$ cat config.mk
export PLATFORM = sky130hd
export DESIGN_NAME = mem_byte_reader
export DESIGN_NICKNAME = d
export VERILOG_FILES = /design/src/rtl/mem_io_pkg.sv /design/src/rtl/byte_lane_select.sv /design/src/rtl/mem_byte_reader.sv
export SDC_FILE = /design/constraint.sdc
export NUM_CORES = 1
export LEC_CHECK = 0
export CAP_MARGIN = 30
export CORE_MARGIN = 2
export CORE_UTILIZATION = 40
export CTS_CLUSTER_DIAMETER = 100
export DETAILED_ROUTE_END_ITERATION = 6
export GPL_ROUTABILITY_DRIVEN = 0
export PLACE_DENSITY_LB_ADDON = 0.05
export SKIP_LAST_GASP = 1
export SYNTH_ARGS = -nofsm -noshare
export SYNTH_HDL_FRONTEND = slang
export SYNTH_SLANG_ARGS = --single-unit
$ cat constraint.sdc
create_clock -name clk -period 2.5 [get_ports clk]
set_input_delay 0.375 -clock clk [delete_from_list [all_inputs] [get_ports clk]]
set_output_delay 0.375 -clock clk [all_outputs]
set_load 0.02 [all_outputs]
$ cat src/rtl/mem_io_pkg.sv
// Shared definitions for the byte-stream memory reader.
//   BYTE_W    : width of one byte lane (8)
//   WORD_W    : width of one memory word (32)
//   LANES     : byte lanes per word
//   rd_state_e: reader FSM state encodings
package mem_io_pkg;

    localparam int BYTE_W = 8;
    localparam int WORD_W = 32;
    localparam int LANES  = WORD_W / BYTE_W;
    localparam int OFS_W  = $clog2(LANES);

    typedef enum logic [2:0] {
        ST_IDLE = 3'd0,
        ST_READ = 3'd1,
        ST_WAIT = 3'd2,
        ST_SEND = 3'd3,
        ST_DONE = 3'd4
    } rd_state_e;

endpackage

$ cat src/rtl/byte_lane_select.sv
// Combinational little-endian byte lane picker.
//   word   : 32-bit buffered word
//   offset : byte offset within the word (0 = bits 7:0)
//   data   : selected byte
module byte_lane_select
    import mem_io_pkg::*;
(
    input  logic [WORD_W-1:0] word,
    input  logic [OFS_W-1:0]  offset,
    output logic [BYTE_W-1:0] data
);

    logic [LANES-1:0][BYTE_W-1:0] lane;

    // Lane i holds bits [8*i+7 : 8*i], so the packed view is little-endian.
    genvar i;
    generate
        for (i = 0; i < LANES; i++) begin : g_lane
            assign lane[i] = word[i*BYTE_W +: BYTE_W];
        end
    endgenerate

    assign data = lane[offset];

endmodule

$ cat src/rtl/mem_byte_reader.sv
// Streams byte_count_in bytes starting at start_addr_in out of a 32-bit
// word memory, one word read per group of up to four bytes.
//   clk, rst_n        : clock, async active-low reset
//   start_in          : request pulse (only honoured while idle)
//   start_addr_in     : first byte address
//   byte_count_in     : bytes to emit, 0..2^BYTE_ADDR_WIDTH
//   busy_out          : not idle
//   done_out          : one-cycle completion pulse
//   word_addr_out     : word address to memory (valid with rd strobe)
//   word_rd_en_out    : one-cycle read strobe; data returns next cycle
//   word_data_in      : memory read data
//   byte_data_out     : current byte
//   byte_valid_out    : byte_data_out valid
//   byte_ready_in     : consumer accepts the current byte
module mem_byte_reader
    import mem_io_pkg::*;
#(
    parameter int BYTE_ADDR_WIDTH = 6
) (
    input  logic                       clk,
    input  logic                       rst_n,
    input  logic                       start_in,
    input  logic [BYTE_ADDR_WIDTH-1:0] start_addr_in,
    input  logic [BYTE_ADDR_WIDTH:0]   byte_count_in,
    output logic                       busy_out,
    output logic                       done_out,
    output logic [BYTE_ADDR_WIDTH-3:0] word_addr_out,
    output logic                       word_rd_en_out,
    input  logic [WORD_W-1:0]          word_data_in,
    output logic [BYTE_W-1:0]          byte_data_out,
    output logic                       byte_valid_out,
    input  logic                       byte_ready_in
);

    localparam int AW = BYTE_ADDR_WIDTH;

    rd_state_e         state_q, state_d;
    logic [AW-1:0]     addr_q;
    logic [AW:0]       cnt_q;
    logic [WORD_W-1:0] buf_q;
    logic [BYTE_W-1:0] lane_byte;
    logic              load, xfer;

    assign load = (state_q == ST_IDLE) && start_in;
    assign xfer = (state_q == ST_SEND) && byte_ready_in;

    byte_lane_select u_lane (
        .word   (buf_q),
        .offset (addr_q[OFS_W-1:0]),
        .data   (lane_byte)
    );

    always_ff @(posedge clk or negedge rst_n) begin
        if (!rst_n) begin
            state_q <= ST_IDLE;
            addr_q  <= '0;
            cnt_q   <= '0;
            buf_q   <= '0;
        end else begin
            state_q <= state_d;
            if (load) begin
                addr_q <= start_addr_in;
                cnt_q  <= byte_count_in;
            end else if (xfer) begin
                // Address wraps naturally; the count alone ends the stream.
                addr_q <= addr_q + AW'(1);
                cnt_q  <= cnt_q - (AW+1)'(1);
            end
            if (state_q == ST_WAIT)
                buf_q <= word_data_in;
        end
    end

    always_comb begin
        state_d = state_q;
        unique case (state_q)
            ST_IDLE: if (start_in)
                         state_d = (byte_count_in == '0) ? ST_DONE : ST_READ;
            ST_READ: state_d = ST_WAIT;
            ST_WAIT: state_d = ST_SEND;
            ST_SEND: if (byte_ready_in) begin
                         if (cnt_q == (AW+1)'(1))
                             state_d = ST_DONE;
                         else if (addr_q[OFS_W-1:0] == OFS_W'(LANES-1))
                             state_d = ST_READ;
                     end
            ST_DONE: state_d = ST_IDLE;
            default: state_d = ST_IDLE;
        endcase
    end

    // Outputs are decoded from the state register alone, so asserting reset
    // clears them immediately. Data/address buses are gated to zero outside
    // the state that qualifies them.
    always_comb begin
        busy_out       = (state_q != ST_IDLE);
        done_out       = (state_q == ST_DONE);
        word_rd_en_out = (state_q == ST_READ);
        byte_valid_out = (state_q == ST_SEND);
        word_addr_out  = '0;
        byte_data_out  = '0;
        if (word_rd_en_out)
            word_addr_out = addr_q[AW-1:OFS_W];
        if (byte_valid_out)
            byte_data_out = lane_byte;
    end

endmodule

==> flow_summary.json <==
{
  "status": "finished, final reports clean",
  "reg2regPathDepth": 3,
  "drt_iter0_drc": 118,
  "yosys.cell_types.count": 35,
  "drc_errors": 0,
  "firstDrtPassIters": 4,
  "synth_flop_cell": "dfrtp_1",
  "synth_area_leaders": "dfrtp_1 (50%), mux2_2 (15%), mux4_2 (7.5%)",
  "finalHoldViolations": 0,
  "hold_ws_ps": 152,
  "slowest_stage": "clkdlybuf4s50_1",
  "grt_max_degree": 49,
  "switching_power_mw": 1.47,
  "rsz0062_at_grt": "no",
  "finalCriticalPeriod_ps": 2400,
  "seq_area_frac_synth_pct": 49.9,
  "drv_cap": 0,
  "final_cells": 339,
  "root_buffer": "clkbuf_8",
  "die_w_microns": 81.6,
  "clk_pin_slew_ps": 90,
  "diodes": 0,
  "synth_nets": 247,
  "cts_tree": "yes",
  "std_cell_rows": 28,
  "routed_wl_microns": 5290,
  "io_pins": 65,
  "vias": 1811,
  "start_kind": "flop",
  "end_kind": "output port",
  "synth_edf_count": 0,
  "dpl.hpwl_microns": 3800,
  "worstPathRequired_ps": 2120,
  "synthArstFlopShare_pct": 100,
  "min_period_over_period_pct": 95.8,
  "clockPowerShare_pct": 11.9,
  "cp_cell_sequence": "inv_1, nand3_1, buf_4, nor2b_1, clkdlybuf4s50_1",
  "track_usage_pct": 17.6,
  "timing.rr.end": "addr_q[3]$_DFFE_PN0P_",
  "finClkSkew_ps": 3.11,
  "p_seq_share_pct": 35.7,
  "dieArea_sq_um": 6660,
  "portBuffers": 64,
  "syn_area_sq_um": 2410,
  "htree_levels": 2,
  "grtUsageMet1_pct": 25.4,
  "avgSynthCellArea_sq_um": 12.4,
  "yosys.area.top_type": "dfrtp_1",
  "numClockSinks": 48,
  "clock_latency_ps": 300,
  "die_h_microns": 81.6,
  "area_growth_pct": 36.0,
  "setup_violations": 0,
  "grtUsageMet3_pct": 3.96,
  "overflow": 0,
  "cpPeakStageDelay_ps": 620,
  "p_comb_share_pct": 52.4,
  "coreArea_sq_um": 5890,
  "wire_per_inst_microns": 15.6,
  "power_density_nw_per_um2": 1250,
  "met2_usage_pct": 26.2,
  "report.final.slew_viol_count": 0,
  "routed_via_density": 5.34,
  "initial_core_util_pct": 40.9,
  "grt_first_pass_wirelength_microns": 8780,
  "slew_headroom_pct": 60.1,
  "place_inst": 331,
  "synth_top_cell_area_share_pct": 49.9,
  "reg2reg_from": "state_q[1]$_DFFE_PN0P_",
  "cts_inserted_buffers": 5,
  "cp.arrival_ps": 2020,
  "synth.ff_latch_count": 48,
  "leakage_nw": 1.39,
  "setup_tns_ps": 0,
  "synthTopCellsByCount": "dfrtp_1 (48), mux2_2 (33), nand3_1 (11)",
  "drt.antenna.violating_nets": 0,
  "swShare_pct": 35.9,
  "worstMarginPinSlew_ps": 599,
  "grt_busiest_layer": "met2",
  "min_path_type": "in2async",
  "p_int_mw": 2.63,
  "yosysWarnings": 0,
  "ctsHoldBuffers": 0,
  "cts.path.max_buffers": 2,
  "netlist_instances": 195,
  "max_freq_ghz": 0.417,
  "antenna_found_initial": 0,
  "synth_most_common_cell": "dfrtp_1",
  "path_class": "reg2out",
  "nNetsFinal": 315,
  "vdd_ir_drop_max_mv": 0.585,
  "r2r_slack_ps": 690,
  "drive_gt1_share_pct": 24.6,
  "cp_max_fo": 9,
  "grt_pass1_vias": 1780
}
[critical path, delay by kind of cell (launching register included)]
kind | cells | cell delay, ps
buffers and inverters | 3 | 970
flip-flops | 1 | 490
AND/OR/NAND/NOR | 2 | 250
[area by class of cell]
cell class / count / area [sq um]
sequential: 48 / 1200
clock buffer: 7 / 86.3
clock inverter: 1 / 7.51
fill: 525 / 2610
timing repair buffer: 74 / 728
multi-input combinational: 130 / 1140
inverter: 4 / 15.0
tap: 75 / 93.8
[cell usage in the layout (no fill, tap or decap), drive strengths merged, types with 3 or more instances in the layout]
master,n
mux2,33
nor2b,8
or4,3
and3,4
buf,11
nand3,11
clkdlybuf4s50,56
dfrtp,48
nor3,4
a221o,5
dlymetal6s2s,7
or3,6
inv,4
nor2,9
mux4,8
ha,3
clkbuf,7
o211ai,3
nand2,9
[power groups by stage]
stage,Sequential [mW],Clock (mW),Combinational [mW]
2_1_floorplan,1.34,0,1.56
3_3_place_gp,1.48,0,2.19
3_5_place_dp,1.48,0,2.21
4_1_cts,1.47,0.500,2.22
5_1_grt,1.54,0.542,2.36
6_report,1.46,0.486,2.15
[worst max path at each step]
stage | start | to | slack, ps | cells past startpoint
finish | state_q[2]$_DFFE_PN0P_ | byte_data_out[5] | 100 | 5
global route | state_q[2]$_DFFE_PN0P_ | byte_data_out[5] | 10 | 5
CTS | addr_q[0]$_DFFE_PN0P_ | byte_data_out[2] | 30 | 4
detailed placement | addr_q[0]$_DFFE_PN0P_ | byte_data_out[2] | 320 | 4
global placement | addr_q[0]$_DFFE_PN0P_ | byte_data_out[1] | 330 | 4
floorplan | state_q[2]$_DFFE_PN0P_ | addr_q[3]$_DFFE_PN0P_ | 740 | 4
[metrics by stage]
step,total power [mW],utilization [%],cell area (sq um),setup WS (ps)
floorplan,2.90,-,2410,744
global placement,3.66,53.7,3160,335
detailed placement,3.69,53.7,3160,315
CTS,4.19,55.3,3260,26.3
global route,4.44,55.7,3280,11.2
finish,4.10,55.7,3280,104
[cell families (layout without fill, tap and decap cells)]
group | Yosys count | count (layout) | share of synthesized area [%]
muxes | 42 | 42 | 23.3
buffers and inverters | 17 | 86 | 3.01
and+or+nand+nor | 65 | 65 | 15.4
adders and majority gates | 3 | 3 | 1.56
DFF | 48 | 48 | 49.9
AOI/OAI and AO/OA | 20 | 20 | 6.81
[per-layer routing]
metal  wire, microns  share of wire, %
met1            2480                47
met2            2410                46
met3             318               6.0
met4              82               1.6
met5               0                 0
[sequential cells by signal (all words and copies together) (netlist names)]
signal / cells
state_q: 3
cnt_q: 7
addr_q: 6
buf_q: 32
[what timing repair did]
action / CTS / global route
gates resized for setup: 1 / 8
endpoints found under the setup margin: 6 / 7
buffers inserted: 0 / 0
hold endpoints to repair: 0 / 0
(Power assumes the default switching activity.)
